`src/rtl/cru_bits_sync_if.sv`:
```
// Signal bundle between the CRU bit register block and cru_bits_sync.
// The master side drives the raw CRU bits and observes the conditioned outputs.
// The slave side is the synchronizer/filter block.
interface cru_bits_sync_if;
    logic [0:3] cru_bits;    // raw CRU register bits, asynchronous to clk
    logic [0:3] bits_f;      // synchronized, glitch-filtered levels
    logic [0:3] rise;        // one-cycle 0->1 strobes of bits_f
    logic [0:3] fall;        // one-cycle 1->0 strobes of bits_f
    logic       dsr_en;      // DSR enable level (bits_f[0])
    logic       pi_reset_n;  // active-low Raspberry Pi reset pulse
    logic       reset_busy;  // reset state machine is not idle

    modport master (
        output cru_bits,
        input  bits_f, rise, fall, dsr_en, pi_reset_n, reset_busy
    );

    modport slave (
        input  cru_bits,
        output bits_f, rise, fall, dsr_en, pi_reset_n, reset_busy
    );
endinterface

```
`src/rtl/cru_bits_sync.sv`:
```
// CRU bit conditioning: the four CRU register bits arrive on the TI CRU clock.
// This block brings them into the clk domain, removes glitches shorter than
// FILTER_CYCLES and produces one-cycle edge strobes for each bit.
// Bit 0 is the DSR enable level. Bit 1 fires a fixed-width Raspberry Pi reset
// pulse. That pulse re-arms only after the bit has been cleared again.
// Bits 2 and 3 are passed on as filtered levels.
module cru_bits_sync #(
    parameter int SYNC_STAGES   = 2,    // 2..4
    parameter int FILTER_CYCLES = 4,    // 1..255
    parameter int RESET_CYCLES  = 1000  // 1..65535
) (
    input  logic           clk,
    input  logic           rst_n,
    cru_bits_sync_if.slave bus
);

    localparam logic [7:0]  FC_LAST = 8'(FILTER_CYCLES - 1);
    localparam logic [15:0] PC_LOAD = 16'(RESET_CYCLES);

    typedef enum logic [1:0] {
        ST_IDLE,   // waiting for a rise on bit 1
        ST_PULSE,  // pi_reset_n held low for RESET_CYCLES clocks
        ST_REARM   // pulse done; waiting for bit 1 to be cleared
    } state_t;

    logic [0:3]  sync_q [SYNC_STAGES];
    logic [0:3]  s;
    logic [7:0]  fc [4];
    logic [0:3]  bits_f_q;
    logic [0:3]  rise_q;
    logic [0:3]  fall_q;
    state_t      state;
    logic [15:0] pc;
    logic        pi_reset_n_q;
    logic        reset_busy_q;

    // Synchronizer chains: plain flop-to-flop, no logic between stages.
    always_ff @(posedge clk) begin
        if (!rst_n) begin
            for (int k = 0; k < SYNC_STAGES; k++) begin
                sync_q[k] <= '0;
            end
        end else begin
            // NOTE: non-blocking assignments make each stage take the previous stage's old value, so the chain really is SYNC_STAGES deep.
            sync_q[0] <= bus.cru_bits;
            for (int k = 1; k < SYNC_STAGES; k++) begin
                sync_q[k] <= sync_q[k-1];
            end
        end
    end

    assign s = sync_q[SYNC_STAGES-1];

    // Per-bit glitch filter: flip only after FILTER_CYCLES consecutive disagreeing clocks; strobe on the flip.
    always_ff @(posedge clk) begin
        if (!rst_n) begin
            bits_f_q <= '0;
            rise_q   <= '0;
            fall_q   <= '0;
            for (int i = 0; i < 4; i++) begin
                fc[i] <= '0;
            end
        end else begin
            for (int i = 0; i < 4; i++) begin
                rise_q[i] <= 1'b0;
                fall_q[i] <= 1'b0;
                if (s[i] == bits_f_q[i]) begin
                    fc[i] <= '0;
                end else if (fc[i] == FC_LAST) begin
                    // The strobe is registered on the same edge as the level,
                    // so it lines up with the first cycle of the new value.
                    bits_f_q[i] <= s[i];
                    fc[i]       <= '0;
                    rise_q[i]   <= s[i];
                    fall_q[i]   <= ~s[i];
                end else begin
                    fc[i] <= fc[i] + 8'd1;
                end
            end
        end
    end

    // Pi reset sequencer: one fixed-width pulse per rise of bit 1.
    // The bit must then return low before the next pulse can fire.
    always_ff @(posedge clk) begin
        if (!rst_n) begin
            state        <= ST_IDLE;
            pc           <= '0;
            pi_reset_n_q <= 1'b1;
            reset_busy_q <= 1'b0;
        end else begin
            case (state)
                ST_IDLE: begin
                    if (rise_q[1]) begin
                        state        <= ST_PULSE;
                        pc           <= PC_LOAD;
                        pi_reset_n_q <= 1'b0;
                        reset_busy_q <= 1'b1;
                    end
                end
                ST_PULSE: begin
                    // The pulse always runs to full width. Neither a fall nor
                    // another rise on bit 1 shortens or extends it.
                    pc <= pc - 16'd1;
                    if (pc == 16'd1) begin
                        state        <= ST_REARM;
                        pi_reset_n_q <= 1'b1;
                    end
                end
                ST_REARM: begin
                    if (!bits_f_q[1]) begin
                        state        <= ST_IDLE;
                        reset_busy_q <= 1'b0;
                    end
                end
                default: begin
                    state        <= ST_IDLE;
                    pi_reset_n_q <= 1'b1;
                    reset_busy_q <= 1'b0;
                end
            endcase
        end
    end

    assign bus.bits_f     = bits_f_q;
    assign bus.rise       = rise_q;
    assign bus.fall       = fall_q;
    assign bus.dsr_en     = bits_f_q[0];
    assign bus.pi_reset_n = pi_reset_n_q;
    assign bus.reset_busy = reset_busy_q;

endmodule

```
`src/flat_wrapper.sv`:
```
// flat-port wrapper written by rule: the top's interface ports become plain ports
module cru_bits_sync_flat 
#(
    parameter int SYNC_STAGES   = 2,           
    parameter int FILTER_CYCLES = 4,             
    parameter int RESET_CYCLES  = 1000             
)
  (clk, rst_n, bus_cru_bits, bus_bits_f, bus_rise, bus_fall, bus_dsr_en, bus_pi_reset_n, bus_reset_busy);
  cru_bits_sync_if bus_i ();
  input  logic clk;
  input  logic rst_n;
  input wire logic [$bits(bus_i.cru_bits)-1:0] bus_cru_bits;
  output wire logic [$bits(bus_i.bits_f)-1:0] bus_bits_f;
  output wire logic [$bits(bus_i.rise)-1:0] bus_rise;
  output wire logic [$bits(bus_i.fall)-1:0] bus_fall;
  output wire logic [$bits(bus_i.dsr_en)-1:0] bus_dsr_en;
  output wire logic [$bits(bus_i.pi_reset_n)-1:0] bus_pi_reset_n;
  output wire logic [$bits(bus_i.reset_busy)-1:0] bus_reset_busy;
  assign bus_i.cru_bits = bus_cru_bits;
  assign bus_bits_f = bus_i.bits_f;
  assign bus_rise = bus_i.rise;
  assign bus_fall = bus_i.fall;
  assign bus_dsr_en = bus_i.dsr_en;
  assign bus_pi_reset_n = bus_i.pi_reset_n;
  assign bus_reset_busy = bus_i.reset_busy;
  cru_bits_sync #(.SYNC_STAGES(SYNC_STAGES), .FILTER_CYCLES(FILTER_CYCLES), .RESET_CYCLES(RESET_CYCLES)) u_core (.clk(clk), .rst_n(rst_n), .bus(bus_i));
endmodule
```
`config.mk`:
```
export PLATFORM = sky130hd
export DESIGN_NAME = cru_bits_sync_flat
export DESIGN_NICKNAME = d
export VERILOG_FILES = /design/src/rtl/cru_bits_sync_if.sv /design/src/rtl/cru_bits_sync.sv /design/src/flat_wrapper.sv
export SDC_FILE = /design/constraint.sdc
export NUM_CORES = 1
export LEC_CHECK = 0
export CORE_MARGIN = 1
export CORE_UTILIZATION = 40
export CTS_CLUSTER_DIAMETER = 60
export DETAILED_ROUTE_END_ITERATION = 12
export REMOVE_ABC_BUFFERS = 1
export SYNTH_ARGS = -nofsm -noshare
export SYNTH_HDL_FRONTEND = slang
export SYNTH_SLANG_ARGS = --single-unit
```
`constraint.sdc`:
```
create_clock -name clk -period 2.4 [get_ports clk]
set_clock_uncertainty 0.05 [all_clocks]
set_input_delay 0.24 -clock clk [delete_from_list [all_inputs] [get_ports clk]]
set_output_delay 0.24 -clock clk [all_outputs]
set_load 0.05 [all_outputs]
```
==> impl_metrics.csv, run 1 <==
group,metric,value,unit
outcome,outcome,"complete, no violations",
place,dp_hpwl,3.83,mm
die,die_w,92.3,um
grt,antenna_found_initial,0,
synth,synth.distinct_cells,45,
detailed_routing,wl,5.62,mm
die,start_util,0.418,
synth,synth_edf_count,32,
worst_setup_path,cp_cell_sequence,"ha_1 > or4b_1 > nor4_2 > or2_2 > nor2_1",
worst_setup_path,crit_slowest_cell,"or4b_1",
sta,slew_headroom,0.643,
clock_network,post_cts_resized,0,
synth,async_flop_share,0,
place,place.gp.congestion,0.766,
die,ios,21,
detailed_routing,route.met2.wl,2.36,mm
die,die_h,92.3,um
clock_network,clockBufferDepth,2,
sta,rsz0062_at_grt,"false",
detailed_routing,via_per_inst,4.82,
clock_network,htreeDepth,3,
die,coreArea,0.00781,mm2
detailed_routing,wl_met1,3.03,mm
worst_setup_path,crit_buf_inv,0,
worst_hold_path,hold_path_class,"flip-flop to flip-flop",
grt,grt_pass1_wl,9.83,mm
synth,syn_inst,317,
detailed_routing,dr_wl_met3,160,um
clock_network,cts_tree,"yes",
pwr,peakVddDrop,291,uV
sta,fin_crit,2.04,ns
sta,hold_viol_final,0,
flow_run,cap_viol_max_count,0,
clock_network,clkLatencyLatePin,0.34,ns
synth,seq_area_frac_synth,0.540,
cells_and_area,final_cell_mix,"44 x nor2_1, 40 x dfxtp_1, 32 x nand3_1, 32 x edfxtp_1, 32 x conb_1",
detailed_routing,top_layer,"met4",
grt,grt.total_usage,0.147,
sta,setup_viol,0,
synth,ys_ff_latch,72,
place,port_buffers,20,
clock_network,cts_sinks,72,
detailed_routing,drc,0,
detailed_routing,antenna_left,0,
clock_network,cts_made_buffers,9,
detailed_routing,firstDrtPassIters,4,
synth,yosys_most_used_dff,"dfxtp_1",
sta,final_max_slew_viol_count,0,
clock_network,cts_hold_buffers,0,
synth,synthesis.area,0.00326,mm2
sta,worst_slew_pin_slew,0.528,ns
pwr,powerDensity,645,mW/mm2
cells_and_area,layout_commonest_cell,"nor2_1",
worst_setup_path,crit_required,2.45,ns
grt,grt_max_degree,16,
clock_network,path_clk_slew,0.08,ns
detailed_routing,drt_iter0_drc,70,
cells_and_area,nets,385,
worst_setup_path,crit_family,"simple AND/OR/NAND/NOR gates",
clock_network,post_cts_buffers,0,
cells_and_area,area_growth,20.0,%
worst_setup_path,worstSetupStartpointType,"flip-flop",
detailed_routing,route.vias.total,2313,
sta,period_share,0.851,
synth,postSynthAreaPerCell,10.3,um2
die,num_rows,32,
pwr,finalPower,2530,uW
cells_and_area,layout-drive-gt1-share,0.0820,
pwr,power_leakage,0.00146,uW
die,dieArea,0.00853,mm2
worst_setup_path,worstPathMaxFanout,6,
detailed_routing,wl_per_cell,11.7,um
clock_network,cts-root-buf,"clkbuf_8",
worst_setup_path,path_class,"flip-flop to flip-flop",
worst_setup_path,cp-end-kind,"flip-flop",
grt,grt_pass1_vias,2188,
grt,overflow,0,
worst_setup_path,cp.arrival,2.09,ns
sta,fin_tns_setup,0,ns
synth,yosysWarningCount,0,
cells_and_area,antenna_cells,0,
sta,fmax,0.489,GHz
worst_setup_path,cpPeakStageDelay,0.48,ns
==> sequential cells by signal, indices dropped and copies added, names as in the netlist <==
register	flops
u_core.pc	16
u_core.fc	32
u_core.bus.reset_busy	1
u_core.bus.rise	4
u_core.bus.pi_reset_n	1
u_core.bus.fall	4
u_core.sync_q	8
u_core.bus.bits_f	4
u_core.state	2
==> layer usage <==
| metal | vias up | GRT usage |
|---|---|---|
| met5 | - | 0 |
| met4 | 0 | 0.0664 |
| met3 | 7 | 0.0369 |
| met2 | 35 | 0.217 |
| met1 | 1066 | 0.201 |
| li1 | 1205 | - |
==> synth_stat cells (2+ instances only) <==
master | number | area share
nor4_2 | 2 | 0.0077
or2_2 | 4 | 0.0077
and2_1 | 10 | 0.019
xnor2_1 | 7 | 0.019
dfxtp_1 | 40 | 0.25
mux2i_1 | 3 | 0.0092
a21oi_1 | 15 | 0.023
nor2_1 | 44 | 0.051
clkbuf_1 | 6 | 0.0069
nand2b_1 | 3 | 0.0057
ha_1 | 6 | 0.023
nor3b_1 | 8 | 0.018
inv_1 | 8 | 0.0092
edfxtp_1 | 32 | 0.29
nor3_1 | 7 | 0.011
nor4_1 | 2 | 0.0038
nand2_1 | 13 | 0.015
buf_2 | 2 | 0.0031
o21ai_0 | 3 | 0.0046
xor2_1 | 26 | 0.070
nand4_1 | 5 | 0.0096
or4_1 | 5 | 0.011
nor4b_1 | 3 | 0.0081
o311ai_0 | 3 | 0.0081
and3_1 | 9 | 0.017
nand3_1 | 32 | 0.049
==> logic make-up (layout without fill, tap and decap cells) <==
logic type | Yosys count | in the layout | synth area share
and+or+nand+nor | 153 | 153 | 0.255
buffers and inverters | 18 | 48 | 0.0226
muxes | 4 | 4 | 0.0126
xor gates and xnor gates | 33 | 33 | 0.0885
DFF | 72 | 72 | 0.540
adders and majority gates | 6 | 6 | 0.0230
other | 1 | 32 | 0.00115
AOI/OAI and AO/OA | 30 | 30 | 0.0571
==> path summary, 6_finish.rpt <==
| path | start | endpoint | slack (ns) | cells after the start |
|---|---|---|---|---|
| worst min register to register | u_core.sync_q[0][0] | u_core.sync_q[0][4] | 0.39 | 1 |
| worst min-delay path | u_core.sync_q[0][0] | u_core.sync_q[0][4] | 0.39 | 1 |
| worst max register to register | u_core.fc[1][0] | u_core.fc[1][2] | 0.36 | 5 |
| worst max-delay path | u_core.fc[1][0] | u_core.fc[1][2] | 0.36 | 5 |
==> final cells by class <==
| type | instances | area, um2 |
|---|---|---|
| well taps | 102 | 128 |
| flip-flops and latches | 72 | 1760 |
| inverters | 9 | 33.8 |
| multi-input cells | 258 | 1550 |
| clock buffers | 9 | 124 |
| clock inverters | 7 | 103 |
| fillers | 735 | 3890 |
| repair buffers | 23 | 223 |
==> through the flow <==
stage,hold WS (ns),setup WS (ns),cells,cell area (um2),util
3_5_place_dp,0.371,0.420,464,3690,0.473
6_report,0.387,0.357,480,3920,0.502
5_1_grt,0.411,0.187,480,3920,0.502
2_1_floorplan,0.298,0.563,339,3340,-
3_3_place_gp,0.365,0.455,464,3690,0.473
4_1_cts,0.390,0.350,480,3920,0.502
==> power by group <==
part | internal (uW) | total, uW | switching (uW)
Combinational | 44.1 | 105 | 60.6
Clock | 598 | 1080 | 481
Sequential | 1310 | 1340 | 31.6
Total | 1950 | 2530 | 573
No activity file was read; power rests on OpenSTA's default activity.
==> inputs of run 2 (changes only) <==
--- a/config.mk
+++ b/config.mk
@@ -6,9 +6,11 @@
 export NUM_CORES = 1
 export LEC_CHECK = 0
 export CORE_MARGIN = 1
-export CORE_UTILIZATION = 40
+export CORE_UTILIZATION = 61
+export CTS_BUF_LIST = sky130_fd_sc_hd__clkbuf_8
 export CTS_CLUSTER_DIAMETER = 60
 export DETAILED_ROUTE_END_ITERATION = 12
+export PLACE_DENSITY = 0.82
 export REMOVE_ABC_BUFFERS = 1
 export SYNTH_ARGS = -nofsm -noshare
 export SYNTH_HDL_FRONTEND = slang
==> run 2 against run 1 <==
Against the previous run:
- non-clock buffer count decreased by 1
- utilization rose by 24 points
- worst setup slack lost 0.0013 ns
- power is 8.3% lower
- critical endpoint is now u_core.fc[1][6]
- cell area fell by 2.5%
- global-route usage grew 7.7 points
- cell count is 6.9% lower
- sequential share of layout area increased by 1.1 points
- clock-buffer cell count unchanged
- clock power shrank 20%
- highest routed layer unchanged
- maximum frequency barely moved
==> impl_metrics.csv, run 2 (synthesized netlist as in run 1, its figures left out) <==
group,metric,value,unit
worst_setup_path,worstSetupStartpointType,"flip-flop",
detailed_routing,antenna_left,0,
sta,worst_slew_pin_slew,0.539,ns
grt,grt.total_usage,0.224,
pwr,peakVddDrop,479,uV
clock_network,cts_sinks,72,
sta,final_max_slew_viol_count,0,
sta,fin_tns_setup,0,ns
sta,fin_crit,2.04,ns
cells_and_area,antenna_cells,0,
place,dp_hpwl,3.86,mm
cells_and_area,final_cell_mix,"44 x nor2_1, 40 x dfxtp_1, 32 x nand3_1, 32 x edfxtp_1, 32 x conb_1",
detailed_routing,route.vias.total,2384,
die,ios,21,
worst_setup_path,worstPathMaxFanout,6,
worst_hold_path,hold_path_class,"flip-flop to flip-flop",
cells_and_area,largest_reg_flops,32,
cells_and_area,area_growth,17.0,%
clock_network,post_cts_buffers,0,
detailed_routing,wl_per_cell,12.7,um
clock_network,cts_made_buffers,9,
detailed_routing,drc,0,
cells_and_area,final_cells,447,
flow_run,cap_viol_max_count,0,
clock_network,htreeDepth,3,
grt,overflow,0,
cells_and_area,regMostFlops,"u_core.fc",
worst_setup_path,path_class,"flip-flop to flip-flop",
die,die_h,75.2,um
cells_and_area,nets,384,
sta,fmax,0.489,GHz
cells_and_area,largestRegisters,"u_core.fc x32, u_core.pc x16, u_core.sync_q x8",
sta,setup_viol,0,
clock_network,post_cts_resized,0,
sta,rsz0062_at_grt,"false",
clock_network,cts_hold_buffers,0,
cells_and_area,layout-drive-gt1-share,0.0637,
pwr,power_leakage,0.00145,uW
detailed_routing,drt_iter0_drc,117,
place,dp_cells,431,
worst_setup_path,cp-end-kind,"flip-flop",
clock_network,clkLatencyLatePin,0.34,ns
detailed_routing,wl,5.66,mm
die,coreArea,0.00514,mm2
cells_and_area,layout_commonest_cell,"nor2_1",
detailed_routing,via_per_inst,5.33,
grt,antenna_found_initial,0,
clock_network,cts-root-buf,"clkbuf_8",
outcome,outcome,"complete, no violations",
grt,grt_max_degree,27,
worst_setup_path,crit_required,2.43,ns
sta,period_share,0.852,
clock_network,clockBufferDepth,2,
sta,slew_headroom,0.636,
die,start_util,0.635,
sta,hold_viol_final,0,
pwr,powerDensity,607,mW/mm2
grt,grt_pass1_vias,2166,
grt,grt_pass1_wl,9.29,mm
detailed_routing,firstDrtPassIters,4,
clock_network,path_clk_slew,0.07,ns
worst_setup_path,cp.arrival,2.08,ns
die,num_rows,26,
place,place.gp.congestion,0.800,
place,port_buffers,20,
sta,holdWs,0.385,ns
die,die_w,75.2,um
die,dieArea,0.00565,mm2
clock_network,cts_tree,"yes",
-- run 2: metal layers --
layer	GRT usage	part of all wire	vias to the layer above
met5	0	0	-
met4	0.136	0.026	0
met3	0.0415	0.035	16
met2	0.357	0.47	55
met1	0.284	0.47	1105
li1	-	-	1208
-- run 2: final timing paths --
| kind | cells past startpoint | slack [ns] | endpoint | from |
|---|---|---|---|---|
| setup / recovery | 5 | 0.36 | u_core.fc[1][6] | u_core.fc[1][0] |
| hold / removal | 1 | 0.38 | u_core.sync_q[0][5] | u_core.sync_q[0][1] |
| setup reg to reg | 5 | 0.36 | u_core.fc[1][6] | u_core.fc[1][0] |
| hold reg to reg | 1 | 0.38 | u_core.sync_q[0][5] | u_core.sync_q[0][1] |
-- run 2: critical path, cell delays in order (launching register included) --
cell and delay (ns):
edfxtp_1 0.41, ha_1 0.24, or4b_1 0.48, nor4_2 0.30, or2_2 0.25, nor2_1 0.07
-- run 2: per-stage QoR --
step,util,instance area [um2],total power (uW),setup WS (ns)
2_1_floorplan,-,3340,1430,0.563
3_3_place_gp,0.709,3640,1470,0.477
3_5_place_dp,0.709,3640,1470,0.346
4_1_cts,0.743,3820,2330,0.327
5_1_grt,0.743,3820,2400,0.211
6_report,0.743,3820,2320,0.355
-- run 2: report_power, final --
part / internal, uW / total (uW) / switching (uW)
Sequential: 1310 / 1340 / 31.6
Combinational: 43.3 / 104 / 60.3
Clock: 459 / 869 / 411
Total: 1810 / 2320 / 503
-- run 2: area by class of cell --
type / instances / area, um2
clock buffer: 9 / 124
sequential: 72 / 1760
clock inverter: 7 / 52.6
multi-input combinational: 258 / 1550
fill: 427 / 1320
inverter: 9 / 33.8
timing repair buffer: 22 / 215
tap: 70 / 87.6
